==> src/rtl/core.sv <==
// Shared core types: predictor feedback bundle and the branch resolve queue entry.
package core;

  localparam int PC_WIDTH = 32;

  typedef struct packed {
    logic                valid;
    logic [PC_WIDTH-1:0] base_pc;
    logic                branch_taken;
  } branch_pred_fb_t;

  typedef struct packed {
    logic                valid;
    logic                resolved;
    logic [PC_WIDTH-1:0] pc;
    logic                pred_taken;
    logic                exec_alt;
    logic                taken;
  } brq_entry_t;

endpackage

==> src/rtl/branch_resolve_queue.sv <==
// In-order branch tracker: allocated by fetch, resolved out of order by execute,
// retired in program order with predictor feedback and flush on a true mispredict.
module branch_resolve_queue
  import core::*;
#(
  parameter int depth    = 8,
  parameter int pc_width = core::PC_WIDTH
) (
  input  logic                          clk,
  input  logic                          rst,
  input  logic                          en,
  input  logic                          alloc_valid,
  input  logic [pc_width-1:0]           alloc_pc,
  input  logic                          alloc_pred_taken,
  input  logic                          alloc_exec_alt,
  output logic                          alloc_ready,
  output logic [$clog2(depth)-1:0]      alloc_tag,
  input  logic                          res_valid,
  input  logic [$clog2(depth)-1:0]      res_tag,
  input  logic                          res_taken,
  output core::branch_pred_fb_t         branch_pred_fb,
  output logic                          flush,
  output logic [pc_width-1:0]           flush_pc,
  output logic [$clog2(depth):0]        count
);

  localparam int IDX = $clog2(depth);

  typedef logic [IDX-1:0] tag_t;
  typedef logic [IDX:0]   ptr_t;

  brq_entry_t      entries_q [depth];
  brq_entry_t      entries_d [depth];
  ptr_t            head_q, head_d, tail_q, tail_d;
  branch_pred_fb_t fb_q, fb_d;
  logic            flush_q, flush_d;
  logic [pc_width-1:0] flush_pc_q, flush_pc_d;

  brq_entry_t headEntry;
  tag_t       headIdx, tailIdx;
  logic       full, retire, flushNow;

  assign headIdx = head_q[IDX-1:0];
  assign tailIdx = tail_q[IDX-1:0];

  // Retire and flush are decided purely from registered state, so a resolve never bypasses to retire.
  always_comb begin
    headEntry   = entries_q[headIdx];
    full        = (head_q[IDX] != tail_q[IDX]) && (headIdx == tailIdx);
    retire      = en && headEntry.valid && headEntry.resolved;
    flushNow    = retire && (headEntry.taken != headEntry.pred_taken) && !headEntry.exec_alt;
    alloc_ready = rst && en && !full && !flushNow;
    alloc_tag   = tailIdx;
    count       = tail_q - head_q;
  end

  always_comb begin
    entries_d        = entries_q;
    head_d           = head_q;
    tail_d           = tail_q;
    fb_d             = fb_q;
    fb_d.valid       = 1'b0;
    flush_d          = 1'b0;
    flush_pc_d       = flush_pc_q;

    if (en && res_valid && entries_q[res_tag].valid && !entries_q[res_tag].resolved) begin
      entries_d[res_tag].resolved = 1'b1;
      entries_d[res_tag].taken    = res_taken;
    end

    if (alloc_valid && alloc_ready) begin
      entries_d[tailIdx].valid      = 1'b1;
      entries_d[tailIdx].resolved   = 1'b0;
      entries_d[tailIdx].pc         = alloc_pc;
      entries_d[tailIdx].pred_taken = alloc_pred_taken;
      entries_d[tailIdx].exec_alt   = alloc_exec_alt;
      entries_d[tailIdx].taken      = 1'b0;
      tail_d                        = tail_q + ptr_t'(1);
    end

    if (retire) begin
      entries_d[headIdx].valid = 1'b0;
      head_d                   = head_q + ptr_t'(1);
      fb_d.valid               = 1'b1;
      fb_d.base_pc             = headEntry.pc;
      fb_d.branch_taken        = headEntry.taken;
      // A true mispredict squashes every younger entry by collapsing tail onto the new head.
      if (flushNow) begin
        for (int i = 0; i < depth; i++) begin
          entries_d[i].valid = 1'b0;
        end
        tail_d     = head_q + ptr_t'(1);
        flush_d    = 1'b1;
        flush_pc_d = headEntry.pc;
      end
    end
  end

  always_ff @(posedge clk or negedge rst) begin
    if (!rst) begin
      for (int i = 0; i < depth; i++) begin
        entries_q[i] <= '0;
      end
      head_q     <= '0;
      tail_q     <= '0;
      fb_q       <= '0;
      flush_q    <= 1'b0;
      flush_pc_q <= '0;
    end else begin
      entries_q  <= entries_d;
      head_q     <= head_d;
      tail_q     <= tail_d;
      fb_q       <= fb_d;
      flush_q    <= flush_d;
      flush_pc_q <= flush_pc_d;
    end
  end

  assign branch_pred_fb = fb_q;
  assign flush          = flush_q;
  assign flush_pc       = flush_pc_q;

endmodule

==> config.mk <==
export PLATFORM = sky130hd
export DESIGN_NAME = branch_resolve_queue
export DESIGN_NICKNAME = d
export VERILOG_FILES = /design/src/rtl/core.sv /design/src/rtl/branch_resolve_queue.sv
export SDC_FILE = /design/constraint.sdc
export NUM_CORES = 1
export LEC_CHECK = 0
export CAP_MARGIN = 20
export CORE_ASPECT_RATIO = 0.9
export CORE_MARGIN = 3
export CORE_UTILIZATION = 35
export CTS_BUF_LIST = sky130_fd_sc_hd__clkbuf_8
export DETAILED_ROUTE_END_ITERATION = 7
export PLACE_DENSITY_LB_ADDON = 0.08
export SYNTH_ARGS = -nofsm -noshare
export SYNTH_HDL_FRONTEND = slang
export SYNTH_SLANG_ARGS = --single-unit
==> constraint.sdc <==
create_clock -name clk -period 9 [get_ports clk]
set_input_delay 2.7 -clock clk [delete_from_list [all_inputs] [get_ports clk]]
set_output_delay 2.7 -clock clk [all_outputs]
set_load 0.03 [all_outputs]
==> results.cfg <==
[status]
status = complete, no violations

[yosys]
synth_most_common_cell = dfrtp_1
yosysSeqAreaShare = 0.538
synth_ff_type = dfrtp_1
ys_types = 57
synth_area_leaders = dfrtp_1 54%, mux2_2 11%, mux2_4 10%
synth_cells = 1197
async_reset_ff_frac = 1.00
synth.largest_area_cell = dfrtp_1
synthDominantCellAreaShare = 0.538
syn_area_um2 = 17200
synth_commonest_cells = 371 x dfrtp_1, 176 x mux2_2, 118 x mux2_4
synth_nets = 1246
ys_warn_count = 0
avgSynthCellArea_um2 = 14.4
yosys_register_bits = 371
synth_edf_count = 0

[cts]
root_buffer = clkbuf_8
cts_buffers = 70
cts.sinks = 371
cts_hold_buf = 0
cts_buffer_depth = 3
clk_pin_slew_ns = 0.05
cts_resized = 0
htree_levels = 3
clk_latency_ns = 0.63
postCtsSetupRepairBufs = 0
cts_tree = done

[grt]
grtUsageTotal = 0.188
grt_max_degree = 73
first_global_vias = 11000
antenna_found_initial = 2
overflow = 0
grt_pass1_wl_mm = 73.2

[power_and_ir_drop]
p_sw_mw = 2.74
vdd_drop_max_v = 0.000201
clkPwrFrac = 0.213
powerDensity_nw_per_um2 = 372
internal-power_mw = 4.77
comb_power_share = 0.411
fin_total_pwr_mw = 7.51
p_leak_nw = 9.17
seq_power_share = 0.376
p_sw_frac = 0.365

[final_layout]
area_delta_synth_final_pct = 17.2
multiInputGateArea_um2 = 7340
layout-drive-gt1-share = 0.334
diodes = 0
fin_cells = 1998
nets = 1374
fillers = 4540
regArea_um2 = 9290
finalInstanceArea_um2 = 20200

[floorplan]
ioPinCount = 118
coreArea_um2 = 48300
die_w_um = 240
num_rows = 76
die_area_um2 = 52000
die_h_um = 217
start_util = 0.357

[timing]
tightest_slew_ns = 1.07
period_needed_ns = 7.37
finalWorstSetupSlack_ns = 1.63
timing.setup.tns_ns = 0
slew_violations = 0
rsz0062_at_grt = false
worst_clock_skew_ns = 0.0215
period_share = 0.819
timing.fmax_mhz = 136
setup_viol_count_final = 0
finalHoldViolations = 0
max_slew_margin = 0.287

[route]
routed_wl_mm = 47.6
drc_errors = 0
via_count = 10400
first_pass_iters = 5
via_per_inst = 5.21
drtIter0Drc = 591
wl_per_cell_um = 23.8
ant_nets = 0

[min_path]
whs_path_depth = 2
holdCritPathClass = reg -> reg

[worst_setup_path]
critPathKind = in -> out
cp_max_fo = 3
cp_top_family = buffers and inverters
worstPathCellList = clkdlybuf4s50_1, inv_1, a221oi_1, o2111a_1, nand3_2, and2_1, clkdlybuf4s50_1
endpoint_kind = output pin
critical_path_depth = 7
cp_data_arrival_time_ns = 4.67
crit_buf_inv = 3
path_common_cell = clkdlybuf4s50_1
crit_required_ns = 6.30
worstRegToRegCells = 9
slowest_stage = clkdlybuf4s50_1
slowest_delay_ns = 0.59
cp-start-kind = primary input

[place]
numPortBuffers = 117
place_ws_ns = 1.64
post-dp-hpwl_mm = 27.5
post-place-cells = 1877
place_area_um2 = 18800
place_congestion = 0.729

[run]
cap_violations = 0
-- power by group through the flow --
stage                     combinational (mW)  clock [mW]  sequential (mW)
after floorplan                         2.02           0             2.88
after global placement                  3.10           0             2.83
after detailed placement                3.13           0             2.84
after CTS                               3.13        1.67             2.83
after global routing                    3.34        1.75             2.93
final                                   3.09        1.60             2.82
-- worst paths after layout --
check / startpoint / to / slack (ns)
min in group asynchronous: rst / branch_pred_fb[27] / 2.03
hold / removal: branch_pred_fb[27] / branch_pred_fb[27] / 0.48
hold reg to reg: branch_pred_fb[27] / branch_pred_fb[27] / 0.48
setup reg to reg: head_q[2] / flip-flop / 3.90
setup / recovery: en / alloc_ready / 1.63
max in group asynchronous: rst / head_q[1] / 4.67
-- cell families after synthesis --
family,after synthesis,synth area share
compound gates,149,0.0604
xor+xnor,12,0.00609
fa+ha+maj,6,0.00479
buf+inv,104,0.0384
flops,371,0.538
mux,428,0.316
simple gates,127,0.0364
-- layer usage --
layer / global-route usage / routed length (um)
met2: 0.280 / 21300
met5: 0 / 9
met3: 0.0373 / 1620
met4: 0.0473 / 881
met1: 0.279 / 23800
-- metrics by stage --
stage          utilization  hold slack, ns
2_1_floorplan            -           0.452
3_3_place_gp         0.390           0.462
3_5_place_dp         0.390           0.469
4_1_cts              0.418           0.484
5_1_grt              0.418           0.489
6_report             0.418           0.478
-- tightest hold or removal path, delay by kind of cell (launching register included) --
kind	cells	cell delay (ns)
AOI/OAI and AO/OA	1	0.06
and+or+nand+nor	1	0.05
DFF	1	0.34
-- layout by cell type, fill, tap and decap left out, drive strengths merged, types with 5 or more instances in the layout --
master           n
nor2            47
mux2           361
o21ai           31
nand3            7
a22oi           25
clkbuf          89
nor2b            7
a21oi           24
buf             27
mux4            21
mux2i           46
ha               5
o22a            11
xnor2            5
clkdlybuf4s50  116
xor2             7
nand2           35
nor3             7
inv             43
o22ai           10
dfrtp          371
a221oi          26
-- area by class of cell --
type | count | area share
Clock buffer | 89 | 0.0606
Clock inverter | 32 | 0.00681
Inverter | 17 | 0.00316
Multi-Input combinational cell | 722 | 0.363
Sequential cell | 371 | 0.460
Tap cell | 624 | 0.0386
Timing Repair Buffer | 143 | 0.0679
(Power assumes the default switching activity.)
